File: config.mk
export PLATFORM = sky130hd
export DESIGN_NAME = rx_shift
export DESIGN_NICKNAME = d
export VERILOG_FILES = /design/src/rtl/rx_shift.sv
export SDC_FILE = /design/constraint.sdc
export NUM_CORES = 1
export LEC_CHECK = 0
export BUFFER_PORTS_ARGS = -buffer_cell sky130_fd_sc_hd__buf_2
export CELL_PAD_IN_SITES_DETAIL_PLACEMENT = 2
export CELL_PAD_IN_SITES_GLOBAL_PLACEMENT = 2
export CORE_MARGIN = 10
export CORE_UTILIZATION = 45
export DETAILED_ROUTE_END_ITERATION = 8
export PLACE_DENSITY = 0.87
export SYNTH_ARGS = -nofsm -noshare
export SYNTH_HDL_FRONTEND = slang
export SYNTH_SLANG_ARGS = --single-unit
File: constraint.sdc
create_clock -name clk -period 21.5 [get_ports clk]
set_input_delay 2.15 -clock clk [delete_from_list [all_inputs] [get_ports clk]]
set_output_delay 2.15 -clock clk [all_outputs]
set_load 0.01 [all_outputs]
File: src/rtl/rx_shift.sv
// Byte-to-block deserializer: gathers 16 UART bytes into a 128-bit block and
// hands it to a downstream FIFO, flagging lost blocks and timed-out partials.
module rx_shift #(
    parameter logic [31:0] TIMEOUT = 32'd0
) (
    input  logic         clk,
    input  logic         reset,
    input  logic [7:0]   rx_data,
    input  logic         rx_done,
    input  logic         buffer_full,
    input  logic         clr_err,
    output logic         buffer_write,
    output logic [127:0] dout,
    output logic         busy,
    output logic         overrun,
    output logic         frame_err
);

    // Only the first 15 bytes need storage; the 16th goes straight from
    // rx_data into the holding register alongside them.
    logic [119:0] sr_q, sr_d;
    logic [3:0]   ctr_q, ctr_d;
    logic [127:0] dout_q, dout_d;
    logic         pending_q, pending_d;
    logic [31:0]  idle_q, idle_d;
    logic         overrun_q, overrun_d;
    logic         frame_err_q, frame_err_d;

    logic block_done;
    logic timeout_hit;

    always_ff @(posedge clk or posedge reset) begin
        if (reset) begin
            sr_q        <= '0;
            ctr_q       <= '0;
            dout_q      <= '0;
            pending_q   <= 1'b0;
            idle_q      <= '0;
            overrun_q   <= 1'b0;
            frame_err_q <= 1'b0;
        end else begin
            sr_q        <= sr_d;
            ctr_q       <= ctr_d;
            dout_q      <= dout_d;
            pending_q   <= pending_d;
            idle_q      <= idle_d;
            overrun_q   <= overrun_d;
            frame_err_q <= frame_err_d;
        end
    end

    always_comb begin
        buffer_write = pending_q & ~buffer_full;
        block_done   = rx_done && (ctr_q == 4'd15);
        // A byte arriving in the firing cycle wins over the timeout.
        timeout_hit  = (TIMEOUT != 32'd0) && (ctr_q != 4'd0) && !rx_done
                       && (idle_q == TIMEOUT - 32'd1);

        sr_d        = sr_q;
        ctr_d       = ctr_q;
        dout_d      = dout_q;
        pending_d   = pending_q;
        idle_d      = idle_q;
        overrun_d   = overrun_q & ~clr_err;
        frame_err_d = frame_err_q & ~clr_err;

        if (rx_done) begin
            idle_d = '0;
            if (block_done) begin
                ctr_d = 4'd0;
            end else begin
                sr_d  = {sr_q[111:0], rx_data};
                ctr_d = ctr_q + 4'd1;
            end
        end else if (timeout_hit) begin
            ctr_d       = 4'd0;
            idle_d      = '0;
            frame_err_d = 1'b1;
        end else if (ctr_q != 4'd0) begin
            idle_d = idle_q + 32'd1;
        end else begin
            idle_d = '0;
        end

        // A completed block may replace the held one only if that one is
        // leaving this cycle; otherwise the newcomer is dropped.
        if (block_done) begin
            if (!pending_q || !buffer_full) begin
                dout_d    = {sr_q, rx_data};
                pending_d = 1'b1;
            end else begin
                overrun_d = 1'b1;
            end
        end else if (buffer_write) begin
            pending_d = 1'b0;
        end
    end

    assign dout      = dout_q;
    assign busy      = (ctr_q != 4'd0);
    assign overrun   = overrun_q;
    assign frame_err = frame_err_q;

endmodule

==> impl_metrics.json, run 1 <==
{
  "outcome": "finished clean",
  "routed_wirelength_um": 23380,
  "die_h_um": 168.8,
  "yosys_warnings": 0,
  "finClkSkew_ns": 0.02377,
  "vias_per_cell": 5.132,
  "postCtsSetupRepairBufs": 0,
  "timing.rr.start": "ctr_q[0]",
  "drt_pass1_iterations": 4,
  "fin_tns_setup_ns": 0,
  "dpl-instance-area_sq_um": 10840,
  "pwr-share-comb": 0.252,
  "worstSetupPathType": "in -> out",
  "grt_pass1_vias": 6166,
  "portBuffers": 144,
  "antenna_found_initial": 0,
  "ys_seq_area_frac": 0.6404,
  "clkLatencyLatePin_ns": 0.53,
  "crit_top_cell": "buf_2",
  "rows": 54,
  "syn_area_per_cell_sq_um": 17.92,
  "cts_resized": 0,
  "grt_pass1_wl_um": 37060,
  "p_leak_nw": 6.062,
  "ant_nets": 0,
  "cp_max_fo": 2,
  "gp_congestion": 0.7466,
  "finalInstanceArea_sq_um": 11660,
  "cts_buffers": 27,
  "synth_area_sq_um": 9965,
  "r2r_cells": 6,
  "power.sequential.fraction": 0.489,
  "grt_setup_unrepaired": "no",
  "hold_buffers": 0,
  "clkPwrFrac": 0.259,
  "nets": 722,
  "place_ws_ns": 16.50,
  "hold_start": "dout[98]",
  "die_x_um": 168.8,
  "cap_violations": 0,
  "drc": 0,
  "clock_path_buffers": 3,
  "p_switching_mw": 0.5119,
  "synth_cell_types": 19,
  "layout-drive-gt1-share": 0.6069,
  "grt_use_total": 0.1612,
  "critical_path_required_ns": 19.35,
  "area_growth_pct": 17.04,
  "setup_viol": 0,
  "floorplan.initialDensity": 0.4566,
  "drt_iter0_markers": 275,
  "p_int_mw": 1.174,
  "min_to": "dout[98]",
  "fill_cells": 1929,
  "ys_ff_latch": 255,
  "powerDensity_nw_per_um2": 144.6,
  "synthCells": 556,
  "wire_per_inst_um": 23.26,
  "htreeDepth": 1,
  "clock-sinks": 255,
  "swShare": 0.3036,
  "grt_max_degree": 111,
  "path_cells": "buf_2, nor2b_1, buf_2",
  "min_period_ns": 4.659,
  "critPathCaptureType": "output port",
  "synth_top_area_share": 0.6404,
  "cp.arrival_ns": 2.51,
  "relSlewSlack": 0.1916,
  "r2r_setup_slack_ns": 18.04,
  "holdWs_ns": 0.5002,
  "cp_slowest_cell": "buf_2",
  "startpoint": "buffer_full",
  "root_buffer": "clkbuf_16",
  "maxSlewViolCount": 0,
  "hold_depth": 1,
  "hold_viol": 0,
  "finalCoreUtilization": 0.5344,
  "overflow": 0,
  "synth_fp_nets": 571,
  "post-dp-hpwl_um": 15600,
  "io_pins": 145,
  "synth_top_area_cell": "dfrtp_1",
  "vias": 5158,
  "synthTopCellsByArea": "dfrtp_1 64%, mux2_2 17%, mux2_4 15%",
  "core_sq_um": 21820,
  "cts.clk_slew.worst_paths_ns": 0.06,
  "fmaxAchievable_ghz": 0.2146,
  "hold_path.class": "reg -> reg",
  "setup_ws_ns": 16.84,
  "period_share": 0.2167,
  "num_antenna_cells": 0,
  "critPathLaunchType": "primary input",
  "die-area_sq_um": 28500,
  "tightest_slew_ns": 1.213,
  "tritoncts": "built",
  "r2r-end": "dout[33]",
  "vdd_drop_max_mv": 0.06111,
  "max_stage_delay_ns": 0.14
}
final cells by class:
class,instances,area (sq um),area share
inverter,4,22.52,0.001931
clock buffer,39,750.7,0.06437
tap,280,350.3,0.03004
sequential,255,6381,0.5472
timing repair buffer,149,758.2,0.06501
clock inverter,8,71.32,0.006115
multi-input combinational,270,3328,0.2854
power groups by stage:
stage,Sequential (mW),Combinational (mW),Clock [mW]
2_1_floorplan,0.807,0.252,0
3_3_place_gp,0.811,0.406,0
3_5_place_dp,0.833,0.433,0
4_1_cts,0.831,0.439,0.451
5_1_grt,0.854,0.463,0.469
6_report,0.825,0.425,0.436
cell usage after synthesis:
| cell | number |
|---|---|
| mux2_2 | 147 |
| o22ai_1 | 1 |
| dfrtp_1 | 255 |
| nand2b_4 | 1 |
| nand2_1 | 6 |
| nand4_2 | 1 |
| nand3_1 | 2 |
| inv_1 | 4 |
| buf_6 | 14 |
| o21ai_0 | 3 |
| buf_2 | 3 |
| or3b_2 | 1 |
| o41ai_1 | 1 |
| ha_1 | 2 |
| mux2_4 | 101 |
| a21oi_1 | 1 |
| xnor2_1 | 1 |
| nor2b_1 | 2 |
| buf_4 | 10 |
cell usage in the layout (no fill, tap or decap), drive strengths merged, types with 2 or more instances in the layout:
cell	count
nand3	2
o21ai	3
clkbuf	39
nand2	6
inv	4
mux2	248
nor2b	2
clkinv	6
ha	2
buf	149
dfrtp	255
metrics by stage:
step                      std cells  total power [mW]
after floorplan                 556             1.058
after global placement          958             1.217
after detailed placement        958             1.266
after CTS                      1005             1.722
after global routing           1005             1.786
final                          1005             1.686
routing by layer:
metal / up-vias / GRT usage / share of wire
met5: - / 0 / 0
met4: 0 / 0.02877 / 0.015
met3: 33 / 0.05072 / 0.071
met2: 124 / 0.2862 / 0.52
met1: 2751 / 0.1885 / 0.39
li1: 2250 / - / -
cells by family after synthesis:
kind of cell / after synthesis / synth area share
xor+xnor: 1 / 0.0008791
flops: 255 / 0.6404
compound gates: 6 / 0.003515
mux: 248 / 0.3183
buf+inv: 31 / 0.02637
simple gates: 13 / 0.008035
fa+ha+maj: 2 / 0.002511
critical path, delay by kind of cell:
family	cells	cell delay (ns)
buffers and inverters	2	0.25
AND/OR/NAND/NOR	1	0.11
sequential cells by signal, summed over array words and instances, names as in the netlist:
register and cells:
ctr_q 4, overrun 1, pending_q 1, frame_err 1
dout 128, sr_q 120
how the worst max path moves through the flow:
stage          slack (ns)            to  depth (start not counted)
2_1_floorplan       12.34      ctr_q[0]                          1
3_3_place_gp        16.59       dout[1]                          6
3_5_place_dp        16.50      dout[12]                          6
5_1_grt             16.83  buffer_write                          3
4_1_cts             16.85  buffer_write                          3
6_report            16.84  buffer_write                          3
(Power assumes the default switching activity.)
==> inputs of run 2 (changes only) <==
--- a/config.mk
+++ b/config.mk
@@ -9,9 +9,9 @@
 export CELL_PAD_IN_SITES_DETAIL_PLACEMENT = 2
 export CELL_PAD_IN_SITES_GLOBAL_PLACEMENT = 2
 export CORE_MARGIN = 10
-export CORE_UTILIZATION = 45
+export CORE_UTILIZATION = 42
 export DETAILED_ROUTE_END_ITERATION = 8
-export PLACE_DENSITY = 0.87
+export PLACE_DENSITY = 0.82
 export SYNTH_ARGS = -nofsm -noshare
 export SYNTH_HDL_FRONTEND = slang
 export SYNTH_SLANG_ARGS = --single-unit
==> constraint.sdc (replaced) <==
create_clock -name clk -period 4.33 [get_ports clk]
set_input_delay 0.433 -clock clk [delete_from_list [all_inputs] [get_ports clk]]
set_output_delay 0.433 -clock clk [all_outputs]
set_load 0.01 [all_outputs]
==> run 2 against run 1 <==
Hold slack worse by 0.42 ns. Combinational power rose to 5.0 times the previous value. Clock skew down 0.015 ns. Via count down 0.17%. Clock power rose to 5.3 times the previous value. Global-route usage down 0.34 points. Clock-buffer cell count up 4. Critical path depth up 2. Wire length up 1.9%. Cell count up 4.7%. Setup slack worse by 15 ns. First-iteration DRC count down 21%. Highest routed layer unchanged.
==> impl_metrics.json, run 2 (synthesis gave the netlist of run 1 again) <==
{
  "outcome": "finished clean",
  "critPathCaptureType": "register",
  "area_growth_pct": 19.02,
  "layout-drive-gt1-share": 0.6098,
  "maxSlewViolCount": 0,
  "drc": 0,
  "r2r_cells": 5,
  "vias_per_cell": 4.894,
  "wire_per_inst_um": 22.63,
  "cts_buffers": 28,
  "finClkSkew_ns": 0.009082,
  "hold_path.class": "in -> reg",
  "root_buffer": "clkbuf_16",
  "hold_viol": 0,
  "vias": 5149,
  "portBuffers": 144,
  "cts.clk_slew.worst_paths_ns": 0.06,
  "die_h_um": 174.0,
  "relSlewSlack": 0.4676,
  "setup_viol": 0,
  "vdd_drop_max_mv": 0.3305,
  "cp.arrival_ns": 2.96,
  "finalPower_mw": 8.531,
  "final_common_cell": "dfrtp_1",
  "core_sq_um": 23400,
  "grt_pass1_vias": 6300,
  "p_leak_nw": 6.117,
  "fill_cells": 2149,
  "grt_max_degree": 135,
  "grt_use_total": 0.1579,
  "clock-sinks": 255,
  "min_period_ns": 2.553,
  "grt_pass1_wl_um": 38580,
  "worstSetupPathType": "reg -> reg",
  "drt_iter0_markers": 216,
  "fin_tns_setup_ns": 0,
  "min_to": "frame_err",
  "final_cell_mix": "255 x dfrtp_1, 147 x mux2_2, 144 x buf_2",
  "drt_pass1_iterations": 3,
  "clkLatencyLatePin_ns": 0.52,
  "io_pins": 145,
  "fmaxAchievable_ghz": 0.3917,
  "cp_max_fo": 76,
  "hold_depth": 2,
  "gp_congestion": 0.7183,
  "critPathLaunchType": "register",
  "tritoncts": "built",
  "ant_nets": 0,
  "hold_start": "clr_err",
  "htreeDepth": 1,
  "floorplan.initialDensity": 0.4258,
  "r2r-end": "dout[13]",
  "rows": 56,
  "grt_setup_unrepaired": "no",
  "routed_wirelength_um": 23810,
  "tightest_slew_ns": 0.7986,
  "nets": 726,
  "cap_violations": 0,
  "timing.rr.start": "ctr_q[0]",
  "overflow": 0,
  "num_antenna_cells": 0,
  "clock_path_buffers": 3,
  "period_share": 0.5896,
  "die-area_sq_um": 30290,
  "antenna_found_initial": 0,
  "critical_path_required_ns": 4.73,
  "post-dp-hpwl_um": 15710,
  "r2r_setup_slack_ns": 1.78,
  "largest_register_ffs": 128,
  "powerDensity_nw_per_um2": 719.3,
  "die_x_um": 174.0
}
run 2: where the power goes:
part	internal [mW]	total (mW)	switching (mW)
Combinational	1.26	2.12	0.861
Clock	1.38	2.32	0.940
Sequential	3.32	4.10	0.775
run 2: how the worst max path moves through the flow:
| stage | from | to | slack [ns] | cells after the start |
|---|---|---|---|---|
| 2_1_floorplan | reset | ctr_q[0] | 0.54 | 1 |
| 3_3_place_gp | ctr_q[0] | dout[8] | 1.90 | 5 |
| 3_5_place_dp | ctr_q[0] | dout[13] | 1.81 | 5 |
| 4_1_cts | ctr_q[0] | dout[13] | 1.79 | 5 |
| 5_1_grt | ctr_q[0] | dout[13] | 1.69 | 5 |
| 6_report | ctr_q[0] | dout[13] | 1.78 | 5 |
run 2: stage by stage:
| stage | utilization | hold WS, ns | worst slack, ns | cells | instance area, sq um |
|---|---|---|---|---|---|
| 3_3_place_gp | 0.4674 | 0.3924 | 1.902 | 999 | 10940 |
| 6_report | 0.5068 | 0.08475 | 1.777 | 1052 | 11860 |
| 5_1_grt | 0.5068 | 0.06958 | 1.685 | 1052 | 11860 |
| 4_1_cts | 0.5068 | 0.05443 | 1.794 | 1052 | 11860 |
| 2_1_floorplan | - | 0.4762 | 0.5394 | 556 | 9968 |
| 3_5_place_dp | 0.4674 | 0.4120 | 1.812 | 999 | 10940 |
run 2: critical path: stages (launching register included):
cell	delay [ns]
dfrtp_1	0.40
ha_1	0.25
nand4_2	0.13
nand2b_4	0.60
buf_12	0.52
mux2_4	0.36
run 2: layout make-up:
| cell class | count | area (sq um) | share of cell area |
|---|---|---|---|
| flip-flops and latches | 255 | 6381 | 0.5380 |
| clock inverters | 9 | 83.83 | 0.007068 |
| well taps | 319 | 399.1 | 0.03365 |
| multi-input cells | 270 | 3328 | 0.2806 |
| inverters | 4 | 18.77 | 0.001582 |
| repair buffers | 152 | 820.8 | 0.06921 |
| clock buffers | 43 | 828.3 | 0.06984 |
run 2: timing repair:
item                                    CTS  global route
gates resized for setup                   0             0
hold buffers                              1             0
buffers inserted                          0             0
endpoints found under the hold margin     9             0
endpoints found under the setup margin    0             0
run 2: routing by layer:
layer / track usage / vias to the layer above / share of wire
met5: 0 / - / 0
met4: 0.02993 / 0 / 0.013
met3: 0.05157 / 26 / 0.065
met2: 0.2810 / 113 / 0.52
met1: 0.1824 / 2750 / 0.40
li1: - / 2260 / -
==> inputs of run 3 (changes only) <==
==> constraint.sdc (replaced) <==
create_clock -name clk -period 2.5 [get_ports clk]
set_input_delay 0.25 -clock clk [delete_from_list [all_inputs] [get_ports clk]]
set_output_delay 0.25 -clock clk [all_outputs]
set_load 0.01 [all_outputs]
==> run 3 against run 2 <==
Non-clock buffer count up 16. Via count up 2.2%. Die area unchanged.
==> impl_metrics.json, run 3 (synthesis gave the netlist of run 1 again) <==
{
  "grt_setup_unrepaired": "no",
  "vias": 5260,
  "fin_tns_setup_ns": 0,
  "num_antenna_cells": 0,
  "cp.arrival_ns": 1.83,
  "root_buffer": "clkbuf_16",
  "multi_input_area_sq_um": 3328,
  "drt_iter0_markers": 195,
  "post-dp-hpwl_um": 16320,
  "finalCoreUtilization": 0.5230,
  "cp_max_fo": 4,
  "cts.clk_slew.worst_paths_ns": 0.06,
  "hold_path.class": "in -> reg",
  "clkPwrFrac": 0.304,
  "ant_nets": 0,
  "cts_resized": 0,
  "min_period_ns": 2.080,
  "worstSetupPathType": "reg -> out",
  "overflow": 0,
  "clock-sinks": 255,
  "powerDensity_nw_per_um2": 1275,
  "die_h_um": 174.0,
  "outcome": "finished clean",
  "die_x_um": 174.0,
  "area_growth_pct": 22.83,
  "postCtsSetupRepairBufs": 0,
  "grt_pass1_wl_um": 40080,
  "finClkSkew_ns": 0.007972,
  "htreeDepth": 1,
  "p_leak_nw": 6.315,
  "final_common_cell": "dfrtp_1",
  "vdd_drop_max_mv": 0.5786,
  "vias_per_cell": 4.930,
  "grt_max_degree": 77,
  "io_pins": 145,
  "relSlewSlack": 0.6115,
  "critPathLaunchType": "register",
  "wire_per_inst_um": 23.43,
  "rows": 56,
  "die-area_sq_um": 30290,
  "core_sq_um": 23400,
  "critPathCaptureType": "output port",
  "largest_register_ffs": 128,
  "p_switching_mw": 4.545,
  "antenna_found_initial": 0,
  "p_int_mw": 11.05,
  "path_cells": "inv_1, ha_1, or3b_2, buf_2",
  "setup_viol": 0,
  "gp_congestion": 0.7490,
  "grt_pass1_vias": 6406,
  "fill_cells": 2122,
  "critical_path_required_ns": 2.25,
  "hold_viol": 0,
  "cap_violations": 0,
  "floorplan.initialDensity": 0.4258,
  "tritoncts": "built",
  "fmaxAchievable_ghz": 0.4807,
  "tightest_slew_ns": 0.5827,
  "swShare": 0.2914,
  "final_cell_mix": "255 x dfrtp_1, 147 x mux2_2, 144 x buf_2",
  "grt_use_total": 0.1654,
  "power.sequential.fraction": 0.456,
  "drc": 0,
  "clkLatencyLatePin_ns": 0.53,
  "cts_buffers": 28,
  "max_stage_delay_ns": 0.43,
  "portBuffers": 144,
  "clock_path_buffers": 3,
  "layout-drive-gt1-share": 0.6136,
  "maxSlewViolCount": 0,
  "pwr-share-comb": 0.240,
  "cp_slowest_cell": "or3b_2",
  "drt_pass1_iterations": 4,
  "nets": 742,
  "period_share": 0.8322,
  "routed_wirelength_um": 25000,
  "register_area_sq_um": 6381
}
-- run 3: cell types whose count changed in the layout (fill, tap and decap cells not counted) --
cell,before,now
buf_4,4,6
buf_12,3,8
clkbuf_8,5,9
clkinvlp_4,5,1
clkinv_4,1,0
dlygate4sd3_1,1,10
clkbuf_1,9,3
bufinv_16,1,7
-- run 3: power by group through the flow --
stage / Combinational [mW] / Clock [mW] / Sequential [mW]
after detailed placement: 3.76 / 0 / 7.15
after CTS: 3.84 / 4.87 / 7.14
after global routing: 4.07 / 5.07 / 7.36
after global placement: 3.54 / 0 / 6.98
final: 3.74 / 4.74 / 7.11
after floorplan: 2.16 / 0 / 6.94
-- run 3: cell type report --
type,instances,share of cell area
clock inverter,10,0.01840
multi-input combinational,270,0.2719
tap,319,0.03261
sequential,255,0.5214
timing repair buffer,168,0.08383
clock buffer,41,0.07033
inverter,4,0.001533
-- run 3: worst paths after layout --
| kind | startpoint | end | slack, ns | cells past startpoint |
|---|---|---|---|---|
| setup / recovery | ctr_q[0] | busy | 0.42 | 4 |
| hold / removal | rx_done | ctr_q[0] | 0.06 | 2 |
| setup reg to reg | ctr_q[0] | dout[30] | 0.51 | 5 |
| hold reg to reg | frame_err | frame_err | 0.50 | 1 |
| max in group asynchronous | reset | sr_q[94] | 1.21 | 4 |
| min in group asynchronous | reset | sr_q[12] | 0.34 | 3 |
-- run 3: per-layer routing --
layer	share of wire	wire, um	track usage	vias to the layer above
met1	0.40	9967	0.1879	2829
met4	0.014	353	0.03206	0
met3	0.059	1478	0.04984	25
met2	0.53	13200	0.3011	122
li1	-	-	-	2284
met5	0	0	0	-
-- run 3: through the flow --
step / cells / power [mW] / hold WS [ns] / area, sq um / setup slack, ns
floorplan: 556 / 9.104 / 0.3156 / 9968 / -1.108
global placement: 1006 / 10.52 / 0.3106 / 11050 / 0.6190
detailed placement: 1006 / 10.92 / 0.3169 / 11050 / 0.5120
CTS: 1067 / 15.84 / 0.03513 / 12240 / 0.3823
global route: 1067 / 16.51 / 0.07154 / 12240 / 0.3472
finish: 1067 / 15.60 / 0.05781 / 12240 / 0.4196
-- run 3: repair_timing --
item,4_1_cts,5_1_grt
endpoints found under the setup margin,0,0
hold buffers,10,0
hold endpoints to repair,31,0
-- run 3: worst max-delay path, delay by kind of cell (launching register included) --
kind / cells / cell delay, ns
flops: 1 / 0.41
simple gates: 1 / 0.43
fa+ha+maj: 1 / 0.17
buf+inv: 2 / 0.28
